### src/rtl/rca_job_arbiter.sv
// Two-requester round-robin front end for a shared ap_ctrl_hs ripple-carry adder core.
// One job in flight at a time, per-job watchdog, sticky timeout flag, 8-bit completed-job counter.
module rca_job_arbiter #(
  parameter int W   = 3,
  parameter int TMO = 64
) (
  input  logic           clock,
  input  logic           reset,
  input  logic [1:0]     req_valid,
  input  logic [2*W-1:0] req_a,
  input  logic [2*W-1:0] req_b,
  input  logic [1:0]     req_cin,
  output logic [1:0]     req_ready,
  output logic [1:0]     rsp_valid,
  input  logic [1:0]     rsp_ready,
  output logic [W-1:0]   rsp_sum,
  output logic           rsp_cout,
  output logic           ap_start,
  input  logic           ap_ready,
  input  logic           ap_done,
  input  logic           ap_idle,
  output logic [W-1:0]   core_a,
  output logic [W-1:0]   core_b,
  output logic           core_cin,
  input  logic [W-1:0]   core_sum,
  input  logic           core_cout,
  output logic           busy,
  output logic           timeout_err,
  output logic [7:0]     job_count
);

  typedef enum logic [1:0] {S_IDLE, S_ISSUE, S_WAIT_DONE, S_RESPOND} state_t;

  state_t       r_state;
  state_t       w_next;
  logic         r_last;
  logic         r_id;
  logic [7:0]   r_wdog;
  logic         r_err;
  logic [7:0]   r_cnt;
  logic [W-1:0] r_core_a;
  logic [W-1:0] r_core_b;
  logic         r_core_cin;
  logic [W-1:0] r_rsp_sum;
  logic         r_rsp_cout;

  logic w_gnt;
  logic w_accept;
  logic w_capture;
  logic w_tmo_hit;
  logic w_rsp_done;
  logic w_wdog_lim;
  logic w_unused;

  assign w_unused = ap_idle;

  // Tie goes to the requester that was not served last.
  assign w_gnt = (req_valid == 2'b10) ? 1'b1 :
                 (req_valid == 2'b01) ? 1'b0 : ~r_last;

  assign w_wdog_lim = (r_wdog == 8'(TMO - 1));

  always_ff @(posedge clock or posedge reset) begin
    if (reset) r_state <= S_IDLE;
    else       r_state <= w_next;
  end

  always_comb begin
    w_next     = r_state;
    w_accept   = 1'b0;
    w_capture  = 1'b0;
    w_tmo_hit  = 1'b0;
    w_rsp_done = 1'b0;
    ap_start   = 1'b0;
    req_ready  = 2'b00;
    rsp_valid  = 2'b00;
    busy       = 1'b1;
    case (r_state)
      S_IDLE: begin
        busy = 1'b0;
        if (!reset) begin
          req_ready[0] = req_valid[0] && !w_gnt;
          req_ready[1] = req_valid[1] &&  w_gnt;
        end
        if (|req_valid) begin
          w_accept = 1'b1;
          w_next   = S_ISSUE;
        end
      end
      S_ISSUE: begin
        ap_start = 1'b1;
        // A completing core wins over a watchdog expiring on the same edge.
        if (ap_ready && ap_done) begin
          w_capture = 1'b1;
          w_next    = S_RESPOND;
        end else if (w_wdog_lim) begin
          ap_start  = 1'b0;
          w_tmo_hit = 1'b1;
          w_next    = S_IDLE;
        end else if (ap_ready) begin
          w_next = S_WAIT_DONE;
        end
      end
      S_WAIT_DONE: begin
        if (ap_done) begin
          w_capture = 1'b1;
          w_next    = S_RESPOND;
        end else if (w_wdog_lim) begin
          w_tmo_hit = 1'b1;
          w_next    = S_IDLE;
        end
      end
      S_RESPOND: begin
        rsp_valid[r_id] = 1'b1;
        if (rsp_ready[r_id]) begin
          w_rsp_done = 1'b1;
          w_next     = S_IDLE;
        end
      end
      default: w_next = S_IDLE;
    endcase
  end

  always_ff @(posedge clock or posedge reset) begin
    if (reset) begin
      r_last     <= 1'b1;
      r_id       <= 1'b0;
      r_wdog     <= 8'd0;
      r_err      <= 1'b0;
      r_cnt      <= 8'd0;
      r_core_a   <= '0;
      r_core_b   <= '0;
      r_core_cin <= 1'b0;
      r_rsp_sum  <= '0;
      r_rsp_cout <= 1'b0;
    end else begin
      if (w_accept) begin
        r_core_a   <= w_gnt ? req_a[2*W-1:W] : req_a[W-1:0];
        r_core_b   <= w_gnt ? req_b[2*W-1:W] : req_b[W-1:0];
        r_core_cin <= req_cin[w_gnt];
        r_id       <= w_gnt;
        r_last     <= w_gnt;
        r_wdog     <= 8'd0;
      end else if (r_state == S_ISSUE || r_state == S_WAIT_DONE) begin
        r_wdog <= r_wdog + 8'd1;
      end
      if (w_capture) begin
        r_rsp_sum  <= core_sum;
        r_rsp_cout <= core_cout;
      end
      if (w_tmo_hit)  r_err <= 1'b1;
      if (w_rsp_done) r_cnt <= r_cnt + 8'd1;
    end
  end

  assign core_a      = r_core_a;
  assign core_b      = r_core_b;
  assign core_cin    = r_core_cin;
  assign rsp_sum     = r_rsp_sum;
  assign rsp_cout    = r_rsp_cout;
  assign timeout_err = r_err;
  assign job_count   = r_cnt;

endmodule

### config.mk
export PLATFORM = sky130hd
export DESIGN_NAME = rca_job_arbiter
export DESIGN_NICKNAME = d
export VERILOG_FILES = /design/src/rtl/rca_job_arbiter.sv
export SDC_FILE = /design/constraint.sdc
export NUM_CORES = 1
export LEC_CHECK = 0
export ABC_AREA = 0
export CAP_MARGIN = 30
export CORE_MARGIN = 2
export CORE_UTILIZATION = 45
export CTS_BUF_LIST = sky130_fd_sc_hd__clkbuf_2 sky130_fd_sc_hd__clkbuf_4 sky130_fd_sc_hd__clkbuf_8
export CTS_CLUSTER_SIZE = 24
export DETAILED_ROUTE_END_ITERATION = 10
export PLACE_DENSITY = 0.9
export SLEW_MARGIN = 25
export SYNTH_ARGS = -nofsm -noshare
export SYNTH_HDL_FRONTEND = slang
export SYNTH_SLANG_ARGS = --single-unit
### constraint.sdc
create_clock -name clock -period 1.8 [get_ports clock]
set_clock_uncertainty 0.1 [all_clocks]
set_input_delay 0.36 -clock clock [delete_from_list [all_inputs] [get_ports clock]]
set_output_delay 0.36 -clock clock [all_outputs]
set_load 0.1 [all_outputs]
==> results.py, run 1 <==
metrics = {
    "run_status": {
        "status": "finished with violations",
        "violations": "setup timing",
    },
    "synth": {
        "synth_top_cell_by_area": "dfrtp_1",
        "syn_nets": 187,
        "yosys.area_share.xor_xnor_pct": 6.50,
        "synth-simple-area-share_pct": 16.7,
        "synth_fa_ha_area_share_pct": 5.34,
        "netlist_top_cells_area": "dfrtp_1 48%, mux2i_1 5.6%, ha_1 4.6%",
        "synth_top_family_by_area": "simple AND/OR/NAND/NOR gates",
        "yosysUniqueCellTypes": 37,
        "syn-cell-area_um2": 1620,
        "synth-compound-area-share_pct": 9.13,
        "synth_top_area_share_pct": 48.0,
        "synth_area_per_cell_um2": 10.5,
        "yosysMostFrequentCell": "dfrtp_1",
        "postSynthCellCount": 154,
        "synth_edf_count": 0,
        "yosys_register_bits": 32,
        "yosys-top-cells-count": "31 x dfrtp_1, 19 x nand2_1, 12 x nor2_1, 9 x mux2i_1, 8 x o21ai_1",
        "seq_area_frac_synth_pct": 49.6,
        "async_flop_share_pct": 100,
        "synth_ff_type": "dfrtp_1",
        "synth_warnings": 0,
        "synth.area.mux_share_pct": 9.06,
    },
    "finish": {
        "layout.nets": 271,
        "area_growth_pct": 75.9,
        "drive_above_1_share_pct": 39.3,
        "fillers": 167,
        "multi_input_area_um2": 865,
        "seqCellArea_um2": 806,
        "postLayoutCoreUtil_pct": 83.9,
        "antenna_cells": 0,
    },
    "die": {
        "num_rows": 21,
        "initial_core_util_pct": 47.7,
        "die_w_um": 63.9,
        "die_area_um2": 4090,
        "die_height_um": 63.9,
        "ios": 53,
        "core_area_um2": 3390,
    },
    "critical_path": {
        "worstSetupPathType": "flip-flop to primary output",
        "slowest_stage": "dfrtp_1",
        "cp.required_ns": 1.34,
        "crit_chain": "ha_2 -> or3b_4 -> or2_4 -> o21a_4 -> buf_12",
        "arrival_ns": 1.86,
        "crit_fanout": 2,
        "crit_path_end_kind": "primary output",
        "ff2ff_setup_slack_ns": 0.05,
        "max_stage_delay_ns": 0.38,
        "start_kind": "flip-flop",
    },
    "placed_design": {
        "dp_hpwl_mm": 3.11,
        "pre_cts_slack_ns": -0.197,
        "portBuffers": 51,
        "gp_congestion": 0.817,
    },
    "job": {
        "maxCapViolCount": 0,
    },
    "cts": {
        "clock_sinks": 32,
        "clk_pin_slew_worst_paths_ns": 0.11,
        "htree_levels": 2,
        "clk_latency_ns": 0.33,
        "cts_hold_buf": 0,
        "cts_tree": "done",
        "numCtsBuffers": 5,
        "cts.path.max_buffers": 2,
        "cts_root_buf": "clkbuf_4",
    },
    "timing": {
        "tightestPinTransition_ns": 0.326,
        "finalHoldViolCount": 0,
        "slew_headroom_pct": 78.1,
        "final.setup.tns_ns": -1.00,
        "fmax_ghz": 0.431,
        "maxSlewViolCount": 0,
        "fin_crit_sh_pct": 129,
        "setup_ws_ns": -0.521,
        "layout_min_cycle_time_ns": 2.32,
        "fin_hold_ws_ns": 0.427,
        "rsz0062_at_grt": "true",
        "setup_violations": 6,
    },
    "global_route": {
        "grt.overflow.total": 0,
        "grt_pass1_wl_mm": 7.22,
        "antenna_found_initial": 0,
        "grt_max_degree": 18,
        "first_global_vias": 1551,
        "grt_use_total_pct": 22.9,
    },
    "pwr": {
        "power_per_cell_area_nw_per_um2": 2040,
        "p_leak_nw": 1.29,
        "vdd_drop_max_v": 0.00173,
    },
    "drt": {
        "firstDrtPassIters": 4,
        "wl_per_cell_um": 15.6,
        "drt_iter0_drc": 70,
        "drt_wl_total_mm": 4.44,
        "via_count": 1490,
        "ant_nets": 0,
        "viasPerCell": 5.23,
        "route.detailed.drc": 0,
    },
    "hold_path": {
        "hp-class": "primary input to async pin",
    },
}
## cell type report
cell class / instances / area share [%]
clock buffer: 5 / 1.32
sequential: 32 / 28.3
multi-input combinational: 112 / 30.4
clock inverter: 3 / 1.50
timing repair buffer: 82 / 35.6
tap: 46 / 2.02
inverter: 5 / 0.792
## sequential cells by signal, summed over array words and instances (netlist names), 2 cells and up
| signal | cells |
|---|---|
| core_a | 3 |
| rsp_sum | 3 |
| r_wdog | 8 |
| job_count | 8 |
| core_b | 3 |
| r_state | 2 |
## critical path, delay by kind of cell, from the launching register on
family                     cells  cell delay [ns]
and+or+nand+nor                2             0.62
DFF                            1             0.38
AOI/OAI and AO/OA              1             0.20
adders and majority gates      1             0.18
buffers and inverters          1             0.16
## logic make-up (layout without fill, tap and decap cells)
logic type / Yosys count / count (layout)
mux: 14 / 14
xor+xnor: 12 / 12
fa+ha+maj: 7 / 7
simple gates: 54 / 54
compound gates: 25 / 25
flops: 32 / 32
buf+inv: 10 / 95
## metrics by stage
stage | power, mW | area (um2) | cells
global placement | 4.78 | 2610 | 268
CTS | 5.60 | 2760 | 279
finish | 5.81 | 2840 | 285
floorplan | 3.50 | 1660 | 154
detailed placement | 4.88 | 2610 | 268
global route | 6.03 | 2840 | 285
## worst paths after layout
| path | endpoint | cells past startpoint | start |
|---|---|---|---|
| worst max-delay path | ap_start | 5 | r_wdog[0] |
| worst min-delay path | core_cin | 3 | reset |
| worst max register to register | r_state[1] | 6 | r_wdog[0] |
| worst min register to register | job_count[7] | 1 | job_count[7] |
| max in group asynchronous | r_last | 3 | reset |
| min in group clock | job_count[7] | 1 | job_count[7] |
## metal layers
| metal | vias to the layer above | track usage [%] | part of all wire, % |
|---|---|---|---|
| li1 | 695 | - | - |
| met1 | 722 | 26.4 | 36 |
| met2 | 59 | 39.8 | 55 |
| met3 | 14 | 6.87 | 6.5 |
| met4 | 0 | 8.42 | 2.9 |
| met5 | - | 0 | 0 |
## cell usage in the layout (no fill, tap or decap), types with 5 or more instances in the layout
cell             synthesis  layout
mux2i_1                  9       9
buf_4                    1      28
o21ai_1                  8       8
nor2_1                  12      10
nand2_1                 19      16
xor2_1                   6       6
xnor2_1                  6       6
a21oi_1                  6       5
clkbuf_4                 0       5
buf_12                   0      26
clkdlybuf4s50_1          0      23
dfrtp_1                 31      28
nand4_1                  6       6
## power by group
| part | total, mW | internal, mW | switching (mW) | leakage, nW |
|---|---|---|---|---|
| clock | 0.552 | 0.289 | 0.262 | 0.0412 |
| combinational | 3.99 | 1.62 | 2.37 | 0.844 |
| sequential | 1.27 | 0.973 | 0.293 | 0.406 |
| total | 5.81 | 2.88 | 2.93 | 1.29 |
## what timing repair did
action                     in CTS  in global routing
setup buffers                   3                  7
pin swaps                       3                  5
setup endpoints to repair       6                 11
gates resized for setup        14                 13
No activity file was read; power rests on OpenSTA's default activity.
==> inputs of run 2 (changes only) <==
--- a/config.mk
+++ b/config.mk
@@ -7,12 +7,14 @@
 export LEC_CHECK = 0
 export ABC_AREA = 0
 export CAP_MARGIN = 30
-export CORE_MARGIN = 2
-export CORE_UTILIZATION = 45
+export CELL_PAD_IN_SITES_DETAIL_PLACEMENT = 0
+export CELL_PAD_IN_SITES_GLOBAL_PLACEMENT = 2
+export CORE_MARGIN = 5
+export CORE_UTILIZATION = 29
 export CTS_BUF_LIST = sky130_fd_sc_hd__clkbuf_2 sky130_fd_sc_hd__clkbuf_4 sky130_fd_sc_hd__clkbuf_8
 export CTS_CLUSTER_SIZE = 24
 export DETAILED_ROUTE_END_ITERATION = 10
-export PLACE_DENSITY = 0.9
+export PLACE_DENSITY = 0.93
 export SLEW_MARGIN = 25
 export SYNTH_ARGS = -nofsm -noshare
 export SYNTH_HDL_FRONTEND = slang
==> constraint.sdc (replaced) <==
create_clock -name clock -period 2.63 [get_ports clock]
set_clock_uncertainty 0.1 [all_clocks]
set_input_delay 0.526 -clock clock [delete_from_list [all_inputs] [get_ports clock]]
set_output_delay 0.526 -clock clock [all_outputs]
set_load 0.1 [all_outputs]
==> results.py, run 2 (synthesis results as in run 1) <==
metrics = {
    "drt": {
        "route.detailed.drc": 0,
        "firstDrtPassIters": 4,
        "ant_nets": 0,
        "via_count": 1266,
        "drt_wl_total_mm": 3.46,
        "drt_iter0_drc": 37,
        "wl_per_cell_um": 12.1,
        "viasPerCell": 4.44,
    },
    "run_status": {
        "status": "complete, no violations",
    },
    "finish": {
        "layout.nets": 245,
        "fillers": 553,
        "final_common_cell": "dfrtp_1",
        "multi_input_area_um2": 764,
        "antenna_cells": 0,
        "drive_above_1_share_pct": 21.1,
        "seqCellArea_um2": 802,
        "area_growth_pct": 43.1,
        "mostFrequentLayoutCells": "31 x dfrtp_1, 26 x buf_4, 25 x clkdlybuf4s50_1",
    },
    "placed_design": {
        "dp_hpwl_mm": 2.69,
        "gp_congestion": 0.713,
        "portBuffers": 51,
    },
    "cts": {
        "clk_pin_slew_worst_paths_ns": 0.07,
        "htree_levels": 2,
        "cts.path.max_buffers": 2,
        "cts_resized": 0,
        "cts_setup_buffers": 0,
        "cts_hold_buf": 0,
        "cts_tree": "done",
        "numCtsBuffers": 5,
        "cts_root_buf": "clkbuf_8",
        "clk_latency_ns": 0.28,
        "clock_sinks": 32,
    },
    "global_route": {
        "antenna_found_initial": 0,
        "first_global_vias": 1302,
        "grt.overflow.total": 0,
        "grt_max_degree": 25,
        "grt_pass1_wl_mm": 5.88,
        "grt_use_total_pct": 10.4,
    },
    "die": {
        "ios": 53,
        "die_w_um": 84.7,
        "die_area_um2": 7170,
        "core_area_um2": 5470,
        "die_height_um": 84.7,
        "initial_core_util_pct": 29.5,
        "num_rows": 27,
    },
    "critical_path": {
        "slowest_stage": "or3b_1",
        "path_delay_family": "simple AND/OR/NAND/NOR gates",
        "cp.required_ns": 2.00,
        "crit_path_end_kind": "primary output",
        "max_stage_delay_ns": 0.38,
        "crit_fanout": 3,
        "arrival_ns": 1.88,
        "timing.critical_path.buf_inv": 1,
        "worstSetupPathType": "flip-flop to primary output",
        "crit_chain": "ha_1 -> or3b_1 -> or2_1 -> o21a_1 -> buf_12",
        "start_kind": "flip-flop",
    },
    "timing": {
        "slew_headroom_pct": 67.1,
        "setup_violations": 0,
        "finalHoldViolCount": 0,
        "tightestPinTransition_ns": 0.492,
        "rsz0062_at_grt": "false",
        "fmax_ghz": 0.399,
        "maxSlewViolCount": 0,
        "fin_crit_sh_pct": 95.2,
        "final.setup.tns_ns": 0,
        "layout_min_cycle_time_ns": 2.50,
    },
    "job": {
        "maxCapViolCount": 0,
    },
    "hold_path": {
        "hp-class": "flip-flop to flip-flop",
    },
}
[run 2: final timing paths]
check                       startpoint           to  slack [ns]  cells past startpoint
max                          r_wdog[0]     ap_start        0.13                      5
max reg2reg                 r_state[1]   rsp_sum[2]        0.79                      6
min                        timeout_err  timeout_err        0.38                      1
min reg2reg                timeout_err  timeout_err        0.38                      1
min in group asynchronous        reset    core_b[2]        0.56                      2
max in group asynchronous        reset       r_last        1.33                      3
[run 2: worst reg2reg max path, cell delays in order (launching register included)]
cell and delay [ns]:
dfrtp_1 0.42, inv_1 0.09, ha_1 0.22, a21oi_1 0.09, nor2b_1 0.22, nand2_1 0.22, mux2_1 0.36
[run 2: layer usage]
metal  GRT usage, %  vias up  part of all wire, %
met4           6.04        0                  1.9
met3           4.22        6                  8.6
met2           16.5       36                   46
met5              0        -                    0
met1           11.7      581                   44
li1               -      643                    -
[run 2: through the flow]
step                      cell area [um2]  hold slack [ns]  setup WS (ns)  utilization, %  cells
final                                2310            0.378          0.126            42.3    285
after global routing                 2310            0.392         0.0187            42.3    285
after CTS                            2310            0.385         0.0838            42.1    284
after detailed placement             2210            0.365          0.262            40.4    276
after global placement               2210            0.360          0.261            40.4    276
after floorplan                      1630            0.405         0.0735               -    154
[run 2: cell type report]
class	count	area share, %
clock inverter	3	1.03
timing repair buffer	56	23.6
multi-input combinational	112	33.0
sequential	32	34.7
tap	72	3.89
clock buffer	5	2.97
inverter	5	0.811
Power of run 2 is left out: the tool's default activity adds up to more than one toggle a clock period on the data nets, which glitch-free logic cannot reach.
